File: src/rtl/lvds_align_ctrl.sv
// Word-alignment controller for two 4-channel LVDS links: bitslips each link until its clock lane matches CLK_PATTERN.
// Optional macro LVDS_ALIGN_AUTO_RELOCK_EN: loss of lock re-enters slipping instead of failing.
module lvds_align_ctrl #(
  parameter logic [6:0] CLK_PATTERN = 7'b1100011,
  parameter int         CLK_LANE0   = 3,
  parameter int         CLK_LANE1   = 7,
  parameter int         SETTLE_CYC  = 4,
  parameter int         LOCK_CNT    = 16,
  parameter int         LOSS_CNT    = 4
) (
  input  logic        rx_outclock,
  input  logic        rst,
  input  logic        rx_locked,
  input  logic [55:0] rx_out,
  input  logic        align_start,
  output logic [7:0]  rx_channel_data_align,
  output logic [1:0]  link_aligned,
  output logic [1:0]  align_err,
  output logic        align_done,
  output logic [2:0]  slip_cnt0,
  output logic [2:0]  slip_cnt1
);

  typedef enum logic [2:0] {
    WAIT_PLL,
    CHECK,
    SLIP,
    SETTLE,
    LOCKED,
    FAIL
  } state_t;

  localparam logic [7:0] LOCK_LAST   = 8'(LOCK_CNT - 1);
  localparam logic [7:0] LOSS_LAST   = 8'(LOSS_CNT - 1);
  localparam logic [3:0] SETTLE_LAST = 4'(SETTLE_CYC - 1);

  logic unused_lanes;
  assign unused_lanes = ^rx_out;

  for (genvar l = 0; l < 2; l++) begin : g_link
    localparam int LANE = (l == 0) ? CLK_LANE0 : CLK_LANE1;

    logic [6:0] word;
    logic       match;
    state_t     state;
    logic [7:0] match_cnt;
    logic [7:0] loss_cnt;
    logic [3:0] settle_cnt;
    logic [2:0] slip_cnt;
    logic       align;
    logic       aligned;
    logic       err;

    assign word  = rx_out[7*LANE +: 7];
    assign match = (word == CLK_PATTERN);

    // PLL loss outranks a restart request, which outranks normal sequencing.
    // The align pulse is only raised on entry to SLIP, so it can never last two cycles.
    always_ff @(posedge rx_outclock or posedge rst) begin
      if (rst) begin
        state      <= WAIT_PLL;
        match_cnt  <= '0;
        loss_cnt   <= '0;
        settle_cnt <= '0;
        slip_cnt   <= '0;
        align      <= 1'b0;
        aligned    <= 1'b0;
        err        <= 1'b0;
      end else if (!rx_locked) begin
        state      <= WAIT_PLL;
        match_cnt  <= '0;
        loss_cnt   <= '0;
        settle_cnt <= '0;
        slip_cnt   <= '0;
        align      <= 1'b0;
        aligned    <= 1'b0;
        err        <= 1'b0;
      end else if (align_start) begin
        state      <= CHECK;
        match_cnt  <= '0;
        loss_cnt   <= '0;
        settle_cnt <= '0;
        slip_cnt   <= '0;
        align      <= 1'b0;
        aligned    <= 1'b0;
        err        <= 1'b0;
      end else begin
        align <= 1'b0;
        case (state)
          WAIT_PLL: begin
            state     <= CHECK;
            match_cnt <= '0;
            slip_cnt  <= '0;
          end
          CHECK: begin
            if (match) begin
              if (match_cnt == LOCK_LAST) begin
                state    <= LOCKED;
                aligned  <= 1'b1;
                loss_cnt <= '0;
              end else begin
                match_cnt <= match_cnt + 8'd1;
              end
            end else begin
              match_cnt <= '0;
              if (slip_cnt != 3'd7) begin
                state <= SLIP;
                align <= 1'b1;
              end else begin
                state <= FAIL;
                err   <= 1'b1;
              end
            end
          end
          SLIP: begin
            if (slip_cnt != 3'd7) slip_cnt <= slip_cnt + 3'd1;
            settle_cnt <= '0;
            state      <= SETTLE;
          end
          SETTLE: begin
            if (settle_cnt == SETTLE_LAST) begin
              state     <= CHECK;
              match_cnt <= '0;
            end else begin
              settle_cnt <= settle_cnt + 4'd1;
            end
          end
          LOCKED: begin
            if (match) begin
              loss_cnt <= '0;
            end else if (loss_cnt == LOSS_LAST) begin
              aligned  <= 1'b0;
              loss_cnt <= '0;
`ifdef LVDS_ALIGN_AUTO_RELOCK_EN
              slip_cnt <= '0;
              state    <= SLIP;
              align    <= 1'b1;
`else
              state    <= FAIL;
              err      <= 1'b1;
`endif
            end else begin
              loss_cnt <= loss_cnt + 8'd1;
            end
          end
          FAIL: begin
            state <= FAIL;
          end
          default: state <= WAIT_PLL;
        endcase
      end
    end

    assign rx_channel_data_align[4*l +: 4] = {4{align}};
    assign link_aligned[l] = aligned;
    assign align_err[l]    = err;

    if (l == 0) begin : g_slip0
      assign slip_cnt0 = slip_cnt;
    end else begin : g_slip1
      assign slip_cnt1 = slip_cnt;
    end
  end

  always_ff @(posedge rx_outclock or posedge rst) begin
    if (rst) align_done <= 1'b0;
    else     align_done <= link_aligned[0] & link_aligned[1];
  end

endmodule

File: config.mk
export PLATFORM = sky130hd
export DESIGN_NAME = lvds_align_ctrl
export DESIGN_NICKNAME = d
export VERILOG_FILES = /design/src/rtl/lvds_align_ctrl.sv
export SDC_FILE = /design/constraint.sdc
export NUM_CORES = 1
export LEC_CHECK = 0
export ABC_AREA = 1
export BUFFER_PORTS_ARGS = -buffer_cell sky130_fd_sc_hd__buf_2
export CELL_PAD_IN_SITES_DETAIL_PLACEMENT = 0
export CELL_PAD_IN_SITES_GLOBAL_PLACEMENT = 1
export CORE_ASPECT_RATIO = 0.6
export CORE_MARGIN = 4
export CORE_UTILIZATION = 30
export DETAILED_ROUTE_END_ITERATION = 12
export GPL_TIMING_DRIVEN = 1
export PLACE_DENSITY_LB_ADDON = 0.1
export SLEW_MARGIN = 10
export SYNTH_ARGS = -nofsm -noshare
export SYNTH_HDL_FRONTEND = slang
export SYNTH_SLANG_ARGS = --single-unit
File: constraint.sdc
create_clock -name rx_outclock -period 2.8 [get_ports rx_outclock]
set_clock_uncertainty 0.15 [all_clocks]
set_input_delay 0.56 -clock rx_outclock [delete_from_list [all_inputs] [get_ports rx_outclock]]
set_output_delay 0.56 -clock rx_outclock [all_outputs]
set_load 0.02 [all_outputs]
==> impl_metrics.csv <==
group,metric,value,unit
logic_synthesis,syn_area,3770,um^2
timing,tightest_slew,555,ps
power,power.total,2060,uW
timing,maxSlewViolCount,0,
cells_and_area,mostFrequentLayoutCell,"nand2_1",
power,power_density,472,nW/um^2
timing,hold_viol,0,
clock_tree,cts_resized,0,
clock_tree,ctsHtreeMaxLevel,3,
floorplanning,die-area,14500,um^2
routing,wl_per_cell,13.0,um
power,p_leak,0.00230,uW
cells_and_area,nNetsFinal,647,
global_route,antenna_found_initial,0,
clock_tree,clkTransAtPathRegs,60,ps
global_route,grt_pass1_wl,16500,um
floorplanning,coreArea,12200,um^2
logic_synthesis,ys_warn_count,0,
power,peakVddDrop,0.274,mV
logic_synthesis,synth_fp_nets,612,
cells_and_area,final_cell_mix,"nand2_1, inv_1, nor2_1",
logic_synthesis,syn_inst,542,
run,maxCapViolCount,0,
worst_setup_path,cp_data_arrival_time,1990,ps
placed_design,gp_congestion,0.769,
worst_setup_path,critPathCaptureType,"flop",
floorplanning,die_h,94.9,um
placed_design,dpl.hpwl,7320,um
cells_and_area,final_util,35.8,%
timing,fin_ws,881,ps
global_route,grt_pass1_vias,3227,
timing,period_needed,1920,ps
timing,finalCritPeriodShare,68.5,%
logic_synthesis,synth_top_family_by_area,"simple AND/OR/NAND/NOR gates",
worst_setup_path,cp-endpoint,"g_link[1].aligned",
global_route,grt.total_usage,14.3,%
logic_synthesis,synthFlopType,"dfrtp_1",
logic_synthesis,synth_edf_count,0,
timing,max_slew_margin,62.9,%
placed_design,io_buffers,36,
logic_synthesis,syn_area_per_cell,6.96,um^2
cells_and_area,drive_above_1_share,12.5,%
clock_tree,clk_path_buf_depth,2,
worst_setup_path,cp-start-kind,"flop",
global_route,grt_overflow,0,
timing,finalSetupTns,0,ps
run_status,status,"finished clean",
logic_synthesis,synth-xor-area-share,2.32,%
floorplanning,rows,31,
logic_synthesis,ys_ff_latch,59,
worst_setup_path,worst_ep_required_time,2870,ps
timing,rsz0062_at_grt,"no",
min_path,worstHoldPathType,"in2async",
floorplanning,die_x,153,um
worst_setup_path,crit_type,"reg2reg",
worst_setup_path,critPathLaunch,"g_link[1].match_cnt[0]",
routing,drc,0,
clock_tree,postCtsHoldBufs,0,
timing,setup_viol,0,
routing,wl,9700,um
global_route,grt_start_max_net_pins,41,
logic_synthesis,async_reset_ff_share,100,%
clock_tree,post_cts_buffers,0,
routing,ant_nets,0,
cells_and_area,regArea,1480,um^2
logic_synthesis,muxShareOfSynthArea,0.530,%
clock_tree,cts_made_buffers,9,
routing,via_count,3361,
worst_setup_path,rr_worst_depth,10,
cells_and_area,antenna_cells,0,
routing,drt_iter0_drc,144,
logic_synthesis,seq_area_frac_synth,39.1,%
cells_and_area,syn_to_final_growth,15.4,%
floorplanning,start_util,31.0,%
clock_tree,clkLatencyLatePin,330,ps
clock_tree,cts_tree,"yes",
placed_design,dp_slack,677,ps
worst_setup_path,cp_max_fo,8,
worst_setup_path,r2r_start,"g_link[1].match_cnt[0]",
floorplanning,ios,79,
cells_and_area,multi_input_area,1880,um^2
clock_tree,root_buffer,"clkbuf_16",
routing,post_drt_via_cell_ratio,4.50,
cells_and_area,n_fill_cell,1352,
worst_setup_path,r2r-end,"g_link[1].aligned",
clock_tree,clock_sinks,59,
logic_synthesis,synth_compound_area_share,6.00,%
worst_setup_path,rrSetupSlack,880,ps
timing,max_freq,521,MHz
logic_synthesis,yosys.area_share.simple,37.6,%
logic_synthesis,synthAdderAreaFrac,3.31,%
logic_synthesis,yosysUniqueCellTypes,31,
routing,firstDrtPassIters,4,
==> layout make-up <==
| class | count | area share, % |
|---|---|---|
| Clock buffer | 11 | 5.34 |
| Clock inverter | 5 | 0.689 |
| Tap cell | 165 | 4.74 |
| Multi-Input combinational cell | 385 | 43.1 |
| Timing Repair Buffer | 40 | 5.11 |
| Sequential cell | 59 | 33.9 |
| Inverter | 82 | 7.12 |
==> cell usage after synthesis, types with 4 or more instances <==
master / instances / area, um^2
nand2_1: 157 / 589
inv_1: 75 / 282
nor2_1: 69 / 259
nand3_1: 63 / 315
dfrtp_1: 59 / 1480
o21ai_0: 25 / 125
buf_4: 13 / 97.6
ha_1: 10 / 125
a21oi_1: 9 / 45.0
nor3_1: 9 / 45.0
nand4_1: 8 / 50.1
inv_2: 6 / 22.5
xor2_1: 6 / 52.6
o21ai_1: 4 / 20.0
xnor2_1: 4 / 35.0
==> worst min-delay path by stage <==
stage	endpoint	cells past startpoint	slack (ps)
detailed placement	g_link[0].match_cnt[1]	2	340
floorplan	align_done	2	310
CTS	g_link[1].settle_cnt[3]	2	110
global route	g_link[1].settle_cnt[3]	2	150
finish	g_link[1].settle_cnt[3]	2	90
global placement	g_link[0].match_cnt[1]	2	330
==> state kept, by name, indices dropped and copies added (netlist names) <==
name	count
align_done	1
g_link.align	2
g_link.aligned	2
g_link.err	2
g_link.loss_cnt	16
g_link.match_cnt	16
g_link.settle_cnt	8
g_link.state	6
slip_cnt0	3
slip_cnt1	3
==> critical path, stage by stage (launching register included) <==
cell     delay, ps
dfrtp_1        430
ha_1           210
nand3_1        160
inv_1          110
nand3_1        100
nand2_1        120
nand3_2        230
inv_2          140
nand2_1         50
nand2_1         50
nand2_1         40
==> kinds of logic (layout without fill, tap and decap cells) <==
group / after synthesis / count (layout)
buffers and inverters: 98 / 138
muxes: 2 / 2
DFF: 59 / 59
adders and majority gates: 10 / 10
xor gates and xnor gates: 10 / 10
and+or+nand+nor: 320 / 320
AOI/OAI and AO/OA: 43 / 43
==> stage by stage <==
step / instances / hold slack [ps] / area (um^2)
floorplan: 542 / 305 / 3770
global placement: 731 / 333 / 4090
global route: 747 / 145 / 4360
finish: 747 / 92.7 / 4360
detailed placement: 731 / 345 / 4090
CTS: 747 / 108 / 4360
==> layer usage <==
layer	track usage [%]	vias up	part of all wire, %	wire length [um]
met2	19.2	52	37	3540
met1	22.2	1512	58	5650
met4	4.08	0	1.4	136
met5	0	-	0	0
met3	3.66	16	3.8	369
li1	-	1781	-	-
==> report_power, final <==
| part | switching (uW) | internal [uW] |
|---|---|---|
| combinational | 130 | 51.8 |
| sequential | 13.3 | 866 |
| clock | 403 | 594 |
No activity file was read; power rests on OpenSTA's default activity.
